--- config.mk ---
export PLATFORM = sky130hd
export DESIGN_NAME = hilo_unit
export DESIGN_NICKNAME = d
export VERILOG_FILES = /design/src/rtl/hilo_unit_pkg.sv /design/src/rtl/hilo_div.sv /design/src/rtl/hilo_unit.sv
export SDC_FILE = /design/constraint.sdc
export NUM_CORES = 1
export LEC_CHECK = 0
export CORE_ASPECT_RATIO = 0.9
export CORE_UTILIZATION = 62
export CTS_CLUSTER_SIZE = 40
export DETAILED_ROUTE_END_ITERATION = 6
export PLACE_DENSITY = 0.92
export SETUP_SLACK_MARGIN = 0.5
export SLEW_MARGIN = 20
export SYNTH_ARGS = -nofsm -noshare
export SYNTH_HDL_FRONTEND = slang
export SYNTH_SLANG_ARGS = --single-unit
--- constraint.sdc ---
create_clock -name clk -period 17 [get_ports clk]
set_input_delay 3.4 -clock clk [delete_from_list [all_inputs] [get_ports clk]]
set_output_delay 3.4 -clock clk [all_outputs]
set_load 0.03 [all_outputs]
--- src/rtl/hilo_unit_pkg.sv ---
// Shared definitions for the HI/LO multiply/divide unit: HILOop command
// encodings and FSM state encodings. The divide state exists only when
// HILO_DIV_EN is defined.
package hilo_unit_pkg;

    // HILOop encodings; 3'd0 and 3'd7 mean "no operation".
    localparam logic [2:0] OP_MULT  = 3'd1;
    localparam logic [2:0] OP_MULTU = 3'd2;
    localparam logic [2:0] OP_DIV   = 3'd3;
    localparam logic [2:0] OP_DIVU  = 3'd4;
    localparam logic [2:0] OP_MTHI  = 3'd5;
    localparam logic [2:0] OP_MTLO  = 3'd6;

    typedef enum logic [1:0] {
        ST_IDLE = 2'd0,
        ST_MUL  = 2'd1,
`ifdef HILO_DIV_EN
        ST_DIV  = 2'd2,
`endif
        ST_FIX  = 2'd3
    } hilo_state_e;

endpackage

--- src/rtl/hilo_div.sv ---
// Restoring divider core: one quotient bit per cycle on unsigned magnitudes.
// A start pulse loads the operands; WIDTH steps follow. 'done' is high during
// the cycle whose closing edge performs the final step, so quotient/remainder
// are valid from the following cycle. Divisor 0 naturally yields an all-ones
// quotient and remainder equal to the dividend.
module hilo_div #(
    parameter int WIDTH = 32
) (
    input  logic             clk,
    input  logic             rst,
    input  logic             start,
    input  logic [WIDTH-1:0] dividend,
    input  logic [WIDTH-1:0] divisor,
    output logic [WIDTH-1:0] quotient,
    output logic [WIDTH-1:0] remainder,
    output logic             done
);

    localparam int CW = (WIDTH > 1) ? $clog2(WIDTH) : 1;

    logic             run_reg;
    logic [CW-1:0]    cnt_reg;
    logic [WIDTH-1:0] quot_reg;
    logic [WIDTH-1:0] rem_reg;
    logic [WIDTH-1:0] dvsr_reg;

    logic [WIDTH:0]   rem_shift;
    logic [WIDTH:0]   diff;
    logic             ge;

    // One restoring step: shift in the next dividend bit and trial-subtract.
    always_comb begin
        rem_shift = {rem_reg, quot_reg[WIDTH-1]};
        diff      = rem_shift - {1'b0, dvsr_reg};
        ge        = (rem_shift >= {1'b0, dvsr_reg});
    end

    assign done      = run_reg && (cnt_reg == CW'(WIDTH - 1));
    assign quotient  = quot_reg;
    assign remainder = rem_reg;

    // Operand load on start, then WIDTH iterations; the dividend shifts out of
    // quot_reg as quotient bits shift in.
    always_ff @(posedge clk or posedge rst) begin
        if (rst) begin
            run_reg  <= 1'b0;
            cnt_reg  <= '0;
            quot_reg <= '0;
            rem_reg  <= '0;
            dvsr_reg <= '0;
        end else if (start) begin
            run_reg  <= 1'b1;
            cnt_reg  <= '0;
            quot_reg <= dividend;
            rem_reg  <= '0;
            dvsr_reg <= divisor;
        end else if (run_reg) begin
            rem_reg  <= ge ? diff[WIDTH-1:0] : rem_shift[WIDTH-1:0];
            quot_reg <= {quot_reg[WIDTH-2:0], ge};
            cnt_reg  <= cnt_reg + CW'(1);
            if (done) begin
                run_reg <= 1'b0;
            end
        end
    end

endmodule

--- src/rtl/hilo_unit.sv ---
// HI/LO register owner for the multi-cycle MIPS core. Handles MTHI/MTLO in
// one edge and runs MULT/MULTU (shift-add) and, when HILO_DIV_EN is defined,
// DIV/DIVU (restoring, via hilo_div) over WIDTH iterations plus one sign-fix
// and commit cycle. Without HILO_DIV_EN, DIV/DIVU are no-ops.
module hilo_unit
    import hilo_unit_pkg::*;
#(
    parameter int WIDTH = 32
) (
    input  logic             clk,
    input  logic             rst,
    input  logic [2:0]       HILOop,
    input  logic             HILOwe,
    input  logic [WIDTH-1:0] a,
    input  logic [WIDTH-1:0] b,
    output logic [WIDTH-1:0] hi,
    output logic [WIDTH-1:0] lo,
    output logic             busy
);

    localparam int CW = (WIDTH > 1) ? $clog2(WIDTH) : 1;
    localparam logic [WIDTH-1:0]   ZERO  = '0;
    localparam logic [2*WIDTH-1:0] ZERO2 = '0;

    hilo_state_e        state_reg, state_next;
    logic [CW-1:0]      cnt_reg, cnt_next;
    logic [WIDTH-1:0]   mcand_reg, mcand_next;
    logic [2*WIDTH-1:0] acc_reg, acc_next;
    logic               neg_q_reg, neg_q_next;
    logic [WIDTH-1:0]   hi_reg, hi_next;
    logic [WIDTH-1:0]   lo_reg, lo_next;
    logic               busy_reg, busy_next;

    logic               is_signed_op;
    logic [WIDTH-1:0]   a_mag, b_mag;
    logic [WIDTH:0]     mul_sum;
    logic [2*WIDTH-1:0] acc_step;
    logic [2*WIDTH-1:0] prod_fix;

`ifdef HILO_DIV_EN
    logic               neg_r_reg, neg_r_next;
    logic               is_div_reg, is_div_next;
    logic               div_start;
    logic [WIDTH-1:0]   div_q, div_r;
    logic               div_done;

    hilo_div #(.WIDTH(WIDTH)) u_div (
        .clk       (clk),
        .rst       (rst),
        .start     (div_start),
        .dividend  (a_mag),
        .divisor   (b_mag),
        .quotient  (div_q),
        .remainder (div_r),
        .done      (div_done)
    );
`endif

    // Operand magnitudes (two's-complement negate, so the most negative value
    // maps to itself) and the shift-add multiply step.
    always_comb begin
        is_signed_op = (HILOop == OP_MULT) || (HILOop == OP_DIV);
        a_mag        = (is_signed_op && a[WIDTH-1]) ? (ZERO - a) : a;
        b_mag        = (is_signed_op && b[WIDTH-1]) ? (ZERO - b) : b;
        mul_sum      = {1'b0, acc_reg[2*WIDTH-1:WIDTH]}
                     + (acc_reg[0] ? {1'b0, mcand_reg} : {1'b0, ZERO});
        acc_step     = {mul_sum, acc_reg[WIDTH-1:1]};
        prod_fix     = neg_q_reg ? (ZERO2 - acc_reg) : acc_reg;
    end

    // Next-state and datapath control; everything holds unless a state acts.
    always_comb begin
        state_next = state_reg;
        cnt_next   = cnt_reg;
        mcand_next = mcand_reg;
        acc_next   = acc_reg;
        neg_q_next = neg_q_reg;
        hi_next    = hi_reg;
        lo_next    = lo_reg;
`ifdef HILO_DIV_EN
        neg_r_next  = neg_r_reg;
        is_div_next = is_div_reg;
        div_start   = 1'b0;
`endif
        case (state_reg)
            ST_IDLE: begin
                if (HILOwe) begin
                    case (HILOop)
                        OP_MTHI: hi_next = a;
                        OP_MTLO: lo_next = a;
                        OP_MULT, OP_MULTU: begin
                            mcand_next = a_mag;
                            acc_next   = {ZERO, b_mag};
                            neg_q_next = is_signed_op && (a[WIDTH-1] ^ b[WIDTH-1]);
                            cnt_next   = '0;
                            state_next = ST_MUL;
`ifdef HILO_DIV_EN
                            is_div_next = 1'b0;
`endif
                        end
`ifdef HILO_DIV_EN
                        OP_DIV, OP_DIVU: begin
                            neg_q_next  = is_signed_op && (a[WIDTH-1] ^ b[WIDTH-1]);
                            neg_r_next  = is_signed_op && a[WIDTH-1];
                            is_div_next = 1'b1;
                            div_start   = 1'b1;
                            state_next  = ST_DIV;
                        end
`endif
                        default: ;
                    endcase
                end
            end
            ST_MUL: begin
                acc_next = acc_step;
                cnt_next = cnt_reg + CW'(1);
                if (cnt_reg == CW'(WIDTH - 1)) begin
                    state_next = ST_FIX;
                end
            end
`ifdef HILO_DIV_EN
            ST_DIV: begin
                if (div_done) begin
                    state_next = ST_FIX;
                end
            end
`endif
            ST_FIX: begin
`ifdef HILO_DIV_EN
                if (is_div_reg) begin
                    hi_next = neg_r_reg ? (ZERO - div_r) : div_r;
                    lo_next = neg_q_reg ? (ZERO - div_q) : div_q;
                end else begin
                    hi_next = prod_fix[2*WIDTH-1:WIDTH];
                    lo_next = prod_fix[WIDTH-1:0];
                end
`else
                hi_next = prod_fix[2*WIDTH-1:WIDTH];
                lo_next = prod_fix[WIDTH-1:0];
`endif
                state_next = ST_IDLE;
            end
            default: state_next = ST_IDLE;
        endcase
    end

    assign busy_next = (state_next != ST_IDLE);

    // State and datapath registers; reset discards any operation in flight.
    always_ff @(posedge clk or posedge rst) begin
        if (rst) begin
            state_reg <= ST_IDLE;
            cnt_reg   <= '0;
            mcand_reg <= '0;
            acc_reg   <= '0;
            neg_q_reg <= 1'b0;
            hi_reg    <= '0;
            lo_reg    <= '0;
            busy_reg  <= 1'b0;
`ifdef HILO_DIV_EN
            neg_r_reg  <= 1'b0;
            is_div_reg <= 1'b0;
`endif
        end else begin
            state_reg <= state_next;
            cnt_reg   <= cnt_next;
            mcand_reg <= mcand_next;
            acc_reg   <= acc_next;
            neg_q_reg <= neg_q_next;
            hi_reg    <= hi_next;
            lo_reg    <= lo_next;
            busy_reg  <= busy_next;
`ifdef HILO_DIV_EN
            neg_r_reg  <= neg_r_next;
            is_div_reg <= is_div_next;
`endif
        end
    end

    assign hi   = hi_reg;
    assign lo   = lo_reg;
    assign busy = busy_reg;

endmodule

==> implementation parameters <==
Parameter                              Value

Outcome
  Status ... finished, final reports clean

CTS
  Number of levels in the clock H-tree ... 4
  Post-CTS resize count ... 0
  Number of buffers on the longest clock path ... 2
  Clock Pin Slew Worst Setup and Hold Paths ... around 0.070 ns
  Number of hold buffers added after cts ... 0
  Cts bufs inserted ... 17
  CTS Root Cell ... clkbuf_16
  Insertion delay of the later-clocked pin in the worst-skew pair ... 0.43 ns
  TritonCTS clock tree ... yes
  # Post-CTS Setup Buffers ... 0
  Sink count of the clock tree ... 169

Die
  X dimension of the die ... 146 um
  Total number of placement rows ... 46
  Die ar. ... approximately 19,000 sq um
  Die H ... approximately 130 um
  Floorplan core area ... 17,900 sq um
  IO Pins ... 135
  Starting Density ... 64.4%

Timing
  Final sum of negative setup slack ... 0 ns
  Count of pins over their slew limit ... 0
  RSZ-0062 raised after global routing ... false
  Total count of hold-check failures in the final report ... 0
  Fmax ... 169 MHz
  Setup skew after layout ... approximately 0.012 ns
  Period minus WS final ... slightly below 6 ns
  Relative slew slack ... 30.6%
  Transition at the pin with the smallest max-transition slack ... approximately 1.0 ns
  Final worst path period share ... a little over a third
  Final count of negative-setup-slack endpoints ... 0

Critical path
  Critical path endpoint category ... register
  Worst R2R Start ... acc_reg[0]
  Beginning of the critical path ... a[3]
  Kind of start point of the critical path ... primary input
  Peak fanout along the critical path ... 6
  CP max stage cell ... clkdlybuf4s50_1
  CP Data Arrival Time ... about 6.2 ns
  Most prevalent standard cell on the critical path ... nand2_1
  Data required time of the critical path ... 17.29 ns
  Cell family with most CP delay ... simple AND/OR/NAND/NOR gates
  List of cells traversed by the critical path ... clkdlybuf4s50_1 -> or3_1 -> nor3b_1 -> nand2_1 -> nor3_1 -> nand2_1 -> o31ai_1 -> xor2_1 -> o21ai_0
  Critical path class ... primary input to register
  Biggest cell delay along the critical path ... 0.54 ns
  Number of buffer and inverter instances along the worst setup path ... 1
  Worst R2R Setup Slack ... 12.55 ns

Drt
  Routed wire per std cell ... 19.5 um
  Wire length reported by the detailed router ... 33.4 mm
  Via Count ... 10,900
  Detailed Route Iter0 Violations ... 1,082
  Number of vias per cell ... 6.34
  Post-route ant nets ... 0
  First-pass iteration count of the detailed router ... 5
  Post-detailed-route DRC marker count ... 0

Layout
  Post-layout net count ... 1,567
  Number of flip-flops under the largest register name ... 64
  Area taken by flip-flops and latches ... 4230 sq um
  Filler cells ... about 1,200
  Fraction of layout instances using a drive strength above 1 ... 5.30%
  Syn-to-layout area delta ... 17.1%
  Multi-input gate area ... around 7000 sq um
  Post-layout util ... between 70% and 80%
  Antenna Diode Count ... 0

Power
  Static power due to leakage ... 5.72 nW
  Pwr Density ... 186 nW/um^2
  Worst voltage drop across the vdd grid ... 0.000116 V
  Power, Total ... 2.51 mW

Logic synthesis
  Number of synthesized register bits ... 169
  Post-synthesis sequential area ratio ... a little under two fifths
  Share of flip-flops with an asynchronous set or reset ... 100%
  Most instantiated library cell after synthesis ... nand2_1
  Count of cell types in the netlist ... 60
  Share of Yosys cell area claimed by the top area cell type ... 36.7%
  Number of enable flip-flop cells after synthesis ... 0
  Post-synth top cells ... nand2_1, o21ai_0, dfrtp_1, a21oi_1, xnor2_1
  Net count of the mapped netlist ... 1,483
  Synthesis Warnings ... 0
  Top_reg_cell synth ... dfrtp_1
  Top post-synthesis cells by area ... dfrtp_1, o21ai_0, nand2_1, xnor2_1, xor2_1
  Cell taking the most area after synthesis ... dfrtp_1
  Synthesized area per cell ... 8.38 sq um
  Cells after Synth ... between 1,000 and 1,500
  Post-synthesis instance area ... 11,500 sq um

Global routing
  First-pass GRT wire length ... roughly 54 mm
  Via count of the first global-routing pass ... 10,500
  Total track usage ... 35.4%
  Maximum number of pins on one net before global-route repair ... roughly 110
  Number of antenna violations at the first check in global routing ... 0
  Overflow left after global routing ... 0

Place
  Port Buffers ... 134
  Final weighted congestion of routability-driven global placement ... 0.955
  HPWL after detailed placement ... 23.9 mm

Job
  Max-cap viol count ... 0

Min path
  Start point of the worst min-delay path ... mcand_reg[31]
  Hold Path Class ... register to register
[final timing paths]
check,cells past startpoint,to
max,9,mcand_reg[29]
min reg2reg,2,mcand_reg[31]
min,2,mcand_reg[31]
max reg2reg,13,acc_reg[63]
min in group asynchronous,2,acc_reg[4]
max in group asynchronous,3,hi[18]
[worst register-to-register path, stage by stage, from the launching register on]
cell and delay (ns):
dfrtp_1 1.03, and2_1 0.27, ha_1 0.20, inv_1 0.06, fa_1 0.40, nor2b_1 0.17, o21ai_0 0.15, o21ai_0 0.54
a211oi_1 0.25, a21oi_1 0.32, a21oi_1 0.22, o311a_1 0.44, o21a_1 0.18, o21ai_0 0.14
[stage by stage]
step                setup WS, ns  std cells  hold slack (ns)  cell area, sq um
finish                     11.08       1712            0.480             13500
global route               10.81       1712            0.494             13500
CTS                        11.13       1712            0.481             13500
detailed placement         10.70       1680            0.465             12900
global placement           10.81       1680            0.453             12900
floorplan                   9.02       1375            0.438             11500
[cell families after synthesis]
logic type | synth area share, %
AOI/OAI and AO/OA | 19.7
xor gates and xnor gates | 11.1
muxes | 5.35
DFF | 36.7
adders and majority gates | 4.19
and+or+nand+nor | 19.6
buffers and inverters | 3.33
[cells in the final DEF, fill, tap and decap left out, drive strengths merged, types with 6 or more instances in the layout]
master	netlist	layout
clkbuf	70	17
or3	11	11
and2	39	39
mux2	13	13
a21o	19	19
clkdlybuf4s50	0	134
nand2b	24	24
o31ai	29	29
inv	23	30
a21oi	85	85
nor2b	6	6
dfrtp	169	169
and3	6	6
o21ai	210	210
nor2	78	78
nand3	36	36
xor2	61	61
xnor2	85	85
nor4	10	10
nand2	201	201
buf	7	8
nand4	8	8
o41ai	17	17
mux2i	47	47
ha	37	37
clkinv	0	6
or4	10	10
nor3	22	22
[report_power, final]
| group | switching, mW | internal, mW | total, mW |
|---|---|---|---|
| Combinational | 0.762 | 0.550 | 1.31 |
| Sequential | 0.233 | 0.603 | 0.836 |
| Clock | 0.173 | 0.190 | 0.363 |
| Total | 1.17 | 1.34 | 2.51 |
[metal layers]
layer	global-route usage, %	routed length [um]	share of wire (%)	vias up
met4	17.7	1510	4.5	0
met5	0	0	0	-
met3	6.04	2850	8.5	115
met2	56.5	15700	47	593
li1	-	-	-	4996
met1	46.5	13300	40	5150
[area by class of cell]
type,instances,share of cell area [%]
multi-input combinational,1106,51.3
sequential,169,31.4
timing repair buffer,142,10.4
clock buffer,17,3.15
tap,240,2.22
clock inverter,15,0.862
inverter,23,0.677
Power figures use the tool's default switching activity.
